==> src/rtl/pipe_ctrl_pkg.sv <==
// Pipeline control types: FSM states and the hold/flush control bundles.
// Shared by the hazard controller and its flop primitive.
package pipe_ctrl_pkg;

  typedef enum logic [1:0] {
    ST_RUN      = 2'd0,
    ST_DIV_WAIT = 2'd1,
    ST_MEM_WAIT = 2'd2
  } state_e;

  typedef struct packed {
    logic hold_pc;
    logic hold_ifid;
    logic hold_idex;
    logic hold_exmem;
    logic flush_ifid;
    logic flush_idex;
    logic flush_exmem;
    logic pc_jump;
  } ctl_t;

  localparam ctl_t CTL_NONE = 8'b0000_000_0;
  localparam ctl_t CTL_MEM  = 8'b1111_000_0;
  localparam ctl_t CTL_DIV  = 8'b1110_001_0;
  localparam ctl_t CTL_JUMP = 8'b0000_110_1;
  localparam ctl_t CTL_LU   = 8'b1100_010_0;

  localparam logic [31:0] CNT_MAX = 32'hFFFF_FFFF;

  // x0 is hardwired zero, so it can never be a load-use source
  function automatic logic reg_hit(
    input logic       ren,
    input logic [4:0] rs,
    input logic [4:0] rd
  );
    return ren && (rs == rd) && (rd != 5'd0);
  endfunction

endpackage

==> src/rtl/pipe_ctrl_gnrl_dff.sv <==
// Generic enabled flop with synchronous active-high reset.
// Reset wins over enable.
module gnrl_dff #(
  parameter int          W       = 1,
  parameter logic [W-1:0] RST_VAL = '0
) (
  input  logic         clk,
  input  logic         rst,
  input  logic         en,
  input  logic [W-1:0] d,
  output logic [W-1:0] q
);

  always_ff @(posedge clk) begin
    if (rst)
      q <= RST_VAL;
    else if (en)
      q <= d;
  end

endmodule

==> src/rtl/pipe_ctrl.sv <==
// Pipeline hazard controller: memory/divide stalls, jump redirect,
// load-use interlock and a saturating stall-cycle counter.
module pipe_ctrl
  import pipe_ctrl_pkg::*;
(
  input  logic        clk,
  input  logic        rst,
  input  logic [4:0]  id_rs1_raddr,
  input  logic [4:0]  id_rs2_raddr,
  input  logic        id_rs1_ren,
  input  logic        id_rs2_ren,
  input  logic [4:0]  ex_rd_waddr,
  input  logic        ex_is_load,
  input  logic        ex_jump,
  input  logic [31:0] ex_jump_addr,
  input  logic        ex_div_start,
  input  logic        div_done,
  input  logic        mem_req,
  input  logic        mem_ack,
  output logic        hold_pc,
  output logic        hold_ifid,
  output logic        hold_idex,
  output logic        hold_exmem,
  output logic        flush_ifid,
  output logic        flush_idex,
  output logic        flush_exmem,
  output logic        pc_jump,
  output logic [31:0] pc_jump_addr,
  output logic [31:0] stall_cnt
);

  logic [1:0] state_raw;
  state_e     state_q;
  state_e     state_d;
  ctl_t       ctl;

  logic mem_stall, mem_hold, div_hold, lu_hit;
  logic is_mem, is_div, is_jmp, is_lu;

  assign state_q = state_e'(state_raw);

  gnrl_dff #(.W(2), .RST_VAL(2'(ST_RUN))) u_state (
    .clk (clk),
    .rst (rst),
    .en  (1'b1),
    .d   (state_d),
    .q   (state_raw)
  );

  always_comb begin
    state_d = state_q;
    unique case (state_q)
      ST_RUN: begin
        if (mem_stall)
          state_d = ST_MEM_WAIT;
        else if (ex_div_start)
          state_d = ST_DIV_WAIT;
      end
      ST_DIV_WAIT: if (div_done) state_d = ST_RUN;
      ST_MEM_WAIT: if (mem_ack)  state_d = ST_RUN;
      default:     state_d = ST_RUN;
    endcase
  end

  assign mem_stall = mem_req & ~mem_ack;
  assign mem_hold  = mem_stall |
                     ((state_q == ST_MEM_WAIT) & ~mem_ack);
  assign div_hold  = ((state_q == ST_RUN) & ex_div_start) |
                     ((state_q == ST_DIV_WAIT) & ~div_done);
  assign lu_hit    = ex_is_load &
                     (reg_hit(id_rs1_ren, id_rs1_raddr, ex_rd_waddr) |
                      reg_hit(id_rs2_ren, id_rs2_raddr, ex_rd_waddr));

  // Mutually exclusive selects in priority order
  assign is_mem = ~rst & mem_hold;
  assign is_div = ~rst & ~mem_hold & div_hold;
  assign is_jmp = ~rst & ~mem_hold & ~div_hold & ex_jump;
  assign is_lu  = ~rst & ~mem_hold & ~div_hold & ~ex_jump & lu_hit;

  always_comb begin
    ctl = CTL_NONE;
    unique case (1'b1)
      is_mem:  ctl = CTL_MEM;
      is_div:  ctl = CTL_DIV;
      is_jmp:  ctl = CTL_JUMP;
      is_lu:   ctl = CTL_LU;
      default: ctl = CTL_NONE;
    endcase
  end

  assign hold_pc      = ctl.hold_pc;
  assign hold_ifid    = ctl.hold_ifid;
  assign hold_idex    = ctl.hold_idex;
  assign hold_exmem   = ctl.hold_exmem;
  assign flush_ifid   = ctl.flush_ifid;
  assign flush_idex   = ctl.flush_idex;
  assign flush_exmem  = ctl.flush_exmem;
  assign pc_jump      = ctl.pc_jump;
  assign pc_jump_addr = ctl.pc_jump ? ex_jump_addr : 32'd0;

  gnrl_dff #(.W(32), .RST_VAL(32'd0)) u_cnt (
    .clk (clk),
    .rst (rst),
    .en  (hold_pc & (stall_cnt != CNT_MAX)),
    .d   (stall_cnt + 32'd1),
    .q   (stall_cnt)
  );

endmodule

==> config.mk <==
export PLATFORM = sky130hd
export DESIGN_NAME = pipe_ctrl
export DESIGN_NICKNAME = d
export VERILOG_FILES = /design/src/rtl/pipe_ctrl_pkg.sv /design/src/rtl/pipe_ctrl_gnrl_dff.sv /design/src/rtl/pipe_ctrl.sv
export SDC_FILE = /design/constraint.sdc
export NUM_CORES = 1
export LEC_CHECK = 0
export ABC_CLOCK_PERIOD_IN_PS = 2500
export CORE_MARGIN = 4
export CORE_UTILIZATION = 39
export CTS_BUF_LIST = sky130_fd_sc_hd__clkbuf_2 sky130_fd_sc_hd__clkbuf_4 sky130_fd_sc_hd__clkbuf_8
export CTS_CLUSTER_DIAMETER = 80
export CTS_CLUSTER_SIZE = 30
export DETAILED_ROUTE_END_ITERATION = 8
export PLACE_DENSITY = 0.83
export SKIP_CTS_REPAIR_TIMING = 1
export SYNTH_ARGS = -nofsm -noshare
export SYNTH_HDL_FRONTEND = slang
export SYNTH_SLANG_ARGS = --single-unit
==> constraint.sdc <==
create_clock -name clk -period 2.5 [get_ports clk]
set_input_delay 0.5 -clock clk [delete_from_list [all_inputs] [get_ports clk]]
set_output_delay 0.5 -clock clk [all_outputs]
set_load 0.01 [all_outputs]
==> impl_metrics.py <==
metrics = {
    "grt": {
        "overflow": 0,
        "grt_antenna_before_repair": 0,
        "grt_max_degree": 34,
        "grt_pass1_vias": 2205,
        "gr-usage-met2": 0.335,
        "grt_pass1_wl_mm": 10.6,
        "gr-usage-met1": 0.266,
        "grt_usage": 0.200,
        "use_met3": 0.0380,
        "top_usage_layer": "met2",
    },
    "finish": {
        "fin_area_sq_um": 3900,
        "areaGrowthSynthToFinish_pct": 79.9,
        "layout.nets": 464,
        "fin_cells": 477,
        "antenna_cells": 0,
        "final_layout_size_suffix_gt1_frac": 0.123,
        "nFillCells": 398,
        "post-route-util": 0.744,
    },
    "synth": {
        "yosys_warnings": 0,
        "netlist_instances": 267,
        "synth_area_per_cell_sq_um": 8.11,
        "ys_ff_latch": 34,
        "synth_top_area_frac": 0.314,
        "synth-edff-count": 0,
        "synth_area_leader_cell": "dfxtp_1",
        "syn-cell-area_sq_um": 2170,
        "synth_nets": 325,
        "ys_async_sr_fraction": 0,
        "seq_area_frac_synth": 0.314,
        "yosysUniqueCellTypes": 44,
        "ys.flop_type": "dfxtp_1",
        "synth_area_leaders": "dfxtp_1 (31%), and3_1 (11%), xor2_1 (8.5%)",
    },
    "timing": {
        "max_slew.worst_pin.slew_ns": 0.435,
        "finalClockSkew_ns": 0.00611,
        "finalSetupTns_ns": 0,
        "finalHoldViolations": 0,
        "timing.slew.headroom": 0.710,
        "finalSetupViolations": 0,
        "max_freq_mhz": 411,
        "period_needed_ns": 2.44,
        "maxSlewViolCount": 0,
        "hold_slack_ns": 0.500,
        "period_share": 0.974,
    },
    "setup_path": {
        "critPathLaunchType": "input pin",
        "crit_family": "simple AND/OR/NAND/NOR gates",
        "max_stage_delay_ns": 0.56,
        "crit_slowest_cell": "or4_4",
        "path_cells": "dlymetal6s2s_1 -> or4_4 -> o21ai_4 -> nor4_4 -> a21o_1 -> buf_4 -> dlymetal6s2s_1",
        "crit_fanout": 2,
        "end_kind": "output port",
        "critPathRequiredTime_ns": 2.00,
        "critPathBufInv": 3,
        "critical_path_class": "input pin to output port",
        "crit_top_cell": "dlymetal6s2s_1",
        "crit_arrival_ns": 1.94,
    },
    "routing": {
        "wirelength_mm": 7.43,
        "vias_per_cell": 5.13,
        "drt_iter0_drc": 88,
        "drc": 0,
        "num_vias": 2448,
        "first_pass_iters": 4,
        "ant_nets": 0,
        "routedWlPerCell_um": 15.6,
    },
    "floorplanning": {
        "initial_utilization": 0.414,
        "num_io_pins": 129,
        "fp.coreArea_sq_um": 5240,
        "die-area_sq_um": 6810,
        "die_y_um": 82.5,
        "rows": 26,
        "die_w_um": 82.5,
    },
    "clock_tree": {
        "cts_root_buf": "clkbuf_8",
        "clock_sinks": 34,
        "cts_buffers": 5,
        "clock_path_buffers": 2,
        "cts_tree": "yes",
        "htreeDepth": 2,
        "clk_latency_ns": 0.28,
        "cts.clk_slew.worst_paths_ns": 0.07,
    },
    "place": {
        "place_hpwl_mm": 5.55,
        "place_area_sq_um": 3570,
        "place_congestion": 0.853,
        "dp.cells": 462,
        "io_buffers": 128,
    },
    "power": {
        "powerDensity_nw_per_um2": 332,
        "ir_drop_v": 0.000371,
        "power.leakage_nw": 2.27,
    },
    "job": {
        "maxCapViolations": 0,
    },
    "outcome": {
        "status": "complete, no violations",
    },
    "worst_hold_path": {
        "hp-class": "flip-flop to flip-flop",
    },
}
-- cell type report --
cell class	count	area (sq um)	area share
timing repair buffer	151	1600	0.411
multi-input combinational	210	1420	0.363
sequential	34	681	0.175
clock buffer	7	90.1	0.0231
tap	70	87.6	0.0225
inverter	4	15.0	0.00385
clock inverter	1	5.00	0.00128
-- final timing paths --
check,slack (ns),to,startpoint,cells past startpoint
worst max-delay path,0.06,hold_ifid,ex_rd_waddr[2],7
worst min register to register,0.50,u_cnt.q[1]$_SDFFE_PP0P_,u_cnt.q[1]$_SDFFE_PP0P_,2
worst max register to register,0.21,u_cnt.q[27]$_SDFFE_PP0P_,u_state.q[0]$_SDFFE_PP0P_,9
worst min-delay path,0.50,u_cnt.q[1]$_SDFFE_PP0P_,u_cnt.q[1]$_SDFFE_PP0P_,2
-- worst register-to-register path: stages (launching register included) --
cell and delay [ns]:
dfxtp_1 0.41, nand2b_1 0.21, a21oi_4 0.09, buf_4 0.16, nor4_4 0.27, a21o_1 0.19, buf_4 0.30, nand3_4 0.12
or3_1 0.36, a21oi_1 0.14
-- sequential cells by signal, indices dropped and copies added (netlist names) --
register / cells
u_cnt.q: 32
u_state.q: 2
-- power breakdown --
group          switching [mW]  internal (mW)  total (mW)  leakage (nW)
Clock                   0.192          0.233       0.425        0.0517
Combinational           0.128          0.189       0.317          1.95
Sequential            0.00623          0.547       0.553         0.274
Total                   0.326          0.968        1.29          2.27
-- stage by stage --
| stage | power (mW) | setup WS, ns |
|---|---|---|
| 2_1_floorplan | 0.676 | 0.222 |
| 3_3_place_gp | 0.854 | -0.400 |
| 3_5_place_dp | 0.859 | -0.464 |
| 4_1_cts | 1.27 | -0.469 |
| 5_1_grt | 1.34 | -0.00954 |
| 6_report | 1.29 | 0.0640 |
-- cells by family after synthesis --
kind of cell               count (synthesis)  share of synthesized area
buffers and inverters                     23                     0.0549
adders and majority gates                  1                    0.00578
AOI/OAI and AO/OA                         25                     0.0705
DFF                                       34                      0.314
xor gates and xnor gates                  33                      0.133
muxes                                      1                    0.00520
and+or+nand+nor                          150                      0.416
-- layout by cell type, fill, tap and decap left out, drive strengths merged, types with 4 or more instances in the layout --
master,instances
dfxtp,34
xor2,21
o21ai,9
xnor2,12
and3,40
nor4,4
inv,4
a21oi,9
nand4,23
nor3,4
nor2,30
nand3,16
and2,5
clkbuf,8
clkdlybuf4s50,79
or3,7
dlymetal6s2s,48
buf,23
nand2,12
-- cells in the mapped netlist, types with 2 or more instances --
| library cell | n |
|---|---|
| a21o_1 | 2 |
| a21oi_1 | 8 |
| and2_1 | 5 |
| and3_1 | 38 |
| and3_2 | 2 |
| buf_2 | 2 |
| buf_4 | 2 |
| buf_6 | 3 |
| clkbuf_1 | 12 |
| dfxtp_1 | 34 |
| inv_1 | 4 |
| nand2_1 | 11 |
| nand3_1 | 15 |
| nand4_1 | 21 |
| nor2_1 | 30 |
| nor2b_1 | 2 |
| nor3_1 | 4 |
| nor4_4 | 2 |
| o21ai_0 | 8 |
| or3_1 | 7 |
| xnor2_1 | 12 |
| xor2_1 | 21 |
-- per-layer routing --
metal / wire (um) / part of all wire / vias up
li1: - / - / 1225
met1: 3100 / 0.42 / 1157
met2: 3970 / 0.53 / 57
met3: 276 / 0.037 / 9
met4: 85 / 0.011 / 0
met5: 0 / 0 / -
(Power assumes the default switching activity.)
==> variant: new RTL, config.mk and constraints unchanged <==
Add an input register stage for `ex_div_start` and `div_done`; this delays them by one clock. The other inputs are not delayed to match.
--- a/src/rtl/pipe_ctrl.sv
+++ b/src/rtl/pipe_ctrl.sv
@@ -30,4 +30,12 @@
 );
 
+  logic ex_div_start_q;
+  logic div_done_q;
+
+  always_ff @(posedge clk) begin
+    ex_div_start_q <= ex_div_start;
+    div_done_q     <= div_done;
+  end
+
   logic [1:0] state_raw;
   state_e     state_q;
@@ -54,8 +62,8 @@
         if (mem_stall)
           state_d = ST_MEM_WAIT;
-        else if (ex_div_start)
+        else if (ex_div_start_q)
           state_d = ST_DIV_WAIT;
       end
-      ST_DIV_WAIT: if (div_done) state_d = ST_RUN;
+      ST_DIV_WAIT: if (div_done_q) state_d = ST_RUN;
       ST_MEM_WAIT: if (mem_ack)  state_d = ST_RUN;
       default:     state_d = ST_RUN;
@@ -66,6 +74,6 @@
   assign mem_hold  = mem_stall |
                      ((state_q == ST_MEM_WAIT) & ~mem_ack);
-  assign div_hold  = ((state_q == ST_RUN) & ex_div_start) |
-                     ((state_q == ST_DIV_WAIT) & ~div_done);
+  assign div_hold  = ((state_q == ST_RUN) & ex_div_start_q) |
+                     ((state_q == ST_DIV_WAIT) & ~div_done_q);
   assign lu_hit    = ex_is_load &
                      (reg_hit(id_rs1_ren, id_rs1_raddr, ex_rd_waddr) |
Function: changed (a bounded check fails within 4 cycles, from zero or initial values and one cycle with rst high).
==> variant against the original RTL <==
  * Critical path type unchanged
  * Die area is 1.7% higher
  * Setup slack lost 220 ps
  * Hold slack worse by 0.92 ps
  * Routed wire length grew 1.2%
  * Sequential cell count increased by 2
  * Largest power group unchanged
  * Area after synthesis rose by 1.8%
  * Final cell count grew 0.21%
  * Highest routed layer unchanged
  * Critical endpoint unchanged
  * The run now ends with setup timing left
  * Final area grew 0.13%
  * Power increased by 8.3%
==> variant: results <==
<?xml version="1.0" encoding="UTF-8"?>
<metrics>
  <group name="critical_path">
    <metric name="reg_to_reg_setup_timing_slack" unit="ps">90</metric>
    <metric name="r2r_cells" unit="">10</metric>
    <metric name="critical_path.reg2reg.endpoint" unit="">u_cnt.q[23]</metric>
    <metric name="critPathArrivalTime" unit="ps">2150</metric>
  </group>
  <group name="cells_and_area">
    <metric name="drive_above_1_share" unit="%">12.56</metric>
    <metric name="fillerInstances" unit="">437</metric>
    <metric name="design.final.nets" unit="">463</metric>
  </group>
  <group name="timing">
    <metric name="setup_slack" unit="ps">-154.0</metric>
    <metric name="timing.max_slew.rel_slack" unit="%">71.06</metric>
    <metric name="finClkSkew" unit="ps">6.411</metric>
    <metric name="setup_violations" unit="">3</metric>
  </group>
  <group name="global_routing">
    <metric name="global_route.usage.total" unit="%">20.05</metric>
    <metric name="first_global_vias" unit="">2388</metric>
    <metric name="grt_pass1_wl" unit="um">11680</metric>
    <metric name="grt_max_degree" unit="">38</metric>
  </group>
  <group name="pwr">
    <metric name="cellLeakagePower" unit="nW">2.191</metric>
    <metric name="peak_supply_drop" unit="V">0.0002921</metric>
    <metric name="internal-power" unit="mW">1.056</metric>
  </group>
  <group name="placement">
    <metric name="place_worst_setup_slack" unit="ps">-428.3</metric>
    <metric name="post_dp_cell_area" unit="sq mm">0.003618</metric>
    <metric name="detailedPlacementHpwl" unit="um">5446</metric>
    <metric name="io_buf_count" unit="">128</metric>
    <metric name="gp_congestion" unit="">0.8286</metric>
  </group>
  <group name="drt">
    <metric name="vias" unit="">2493</metric>
    <metric name="drt_iter0_markers" unit="">143</metric>
  </group>
  <group name="hold_path">
    <metric name="worstHoldEndpoint" unit="">u_cnt.q[28]</metric>
  </group>
  <group name="outcome">
    <metric name="violations" unit="">setup timing</metric>
    <metric name="run_status" unit="">finished with violations</metric>
  </group>
  <group name="yosys">
    <metric name="synthTopCellsByCount" unit="">and3_1, dfxtp_1, nor2_1</metric>
    <metric name="synth.top_cells.by_area" unit="">dfxtp_1, and3_1, xor2_1</metric>
    <metric name="synth-seq-area-share" unit="%">32.67</metric>
  </group>
</metrics>
-- variant: cell types whose count changed after synthesis, sizes merged --
| cell | change |
|---|---|
| dfxtp | +2 |
-- variant: how the worst max path moves through the flow --
stage	startpoint	to	slack, ps	cells past startpoint
6_report	ex_rd_waddr[2]	hold_ifid	-150	7
5_1_grt	ex_rd_waddr[2]	hold_ifid	-190	7
4_1_cts	ex_rd_waddr[1]	hold_ifid	-440	6
3_5_place_dp	ex_rd_waddr[1]	hold_ifid	-430	6
3_3_place_gp	ex_rd_waddr[1]	hold_ifid	-420	6
2_1_floorplan	ex_rd_waddr[1]	hold_pc	220	7
-- variant: critical path, cell delays in order --
cell	delay, ps
clkdlybuf4s50_1	450
or4_4	530
o21ai_2	130
nor4_2	60
a21o_1	210
buf_4	150
clkbuf_2	130
-- variant: power by group through the flow --
stage               Combinational (mW)  Sequential [mW]  Clock, mW
global placement                 0.286            0.601          0
CTS                              0.292            0.588      0.517
finish                           0.303            0.589      0.511
floorplan                        0.110            0.601          0
detailed placement               0.291            0.601          0
global route                     0.326            0.590      0.554
-- variant: cell families after synthesis --
kind of cell,Yosys count,synth area share (%)
adders and majority gates,1,0.5671
AOI/OAI and AO/OA,25,6.920
DFF,36,32.67
muxes,1,0.5105
and+or+nand+nor,150,40.84
buffers and inverters,23,5.388
xor gates and xnor gates,33,13.10
-- variant: per-stage QoR --
stage | util (%) | cells | setup TNS, ps
floorplan | - | 269 | 0
global placement | 65.71 | 467 | -12020
detailed placement | 65.71 | 467 | -14550
CTS | 67.73 | 475 | -11210
global route | 70.85 | 478 | -768.4
finish | 70.85 | 478 | -217.2
-- variant: final cells by class --
class / count / area share (%)
Sequential cell: 36 / 18.47
Multi-Input combinational cell: 210 / 36.66
Tap cell: 72 / 2.309
Timing Repair Buffer: 148 / 39.32
Clock buffer: 5 / 1.764
Inverter: 4 / 0.3849
Clock inverter: 3 / 1.090
-- variant: metal layers --
layer	GRT usage [%]	part of all wire, %
met3	5.754	6.7
met1	23.59	41
met2	34.69	50
met4	6.835	2.4
met5	0	0
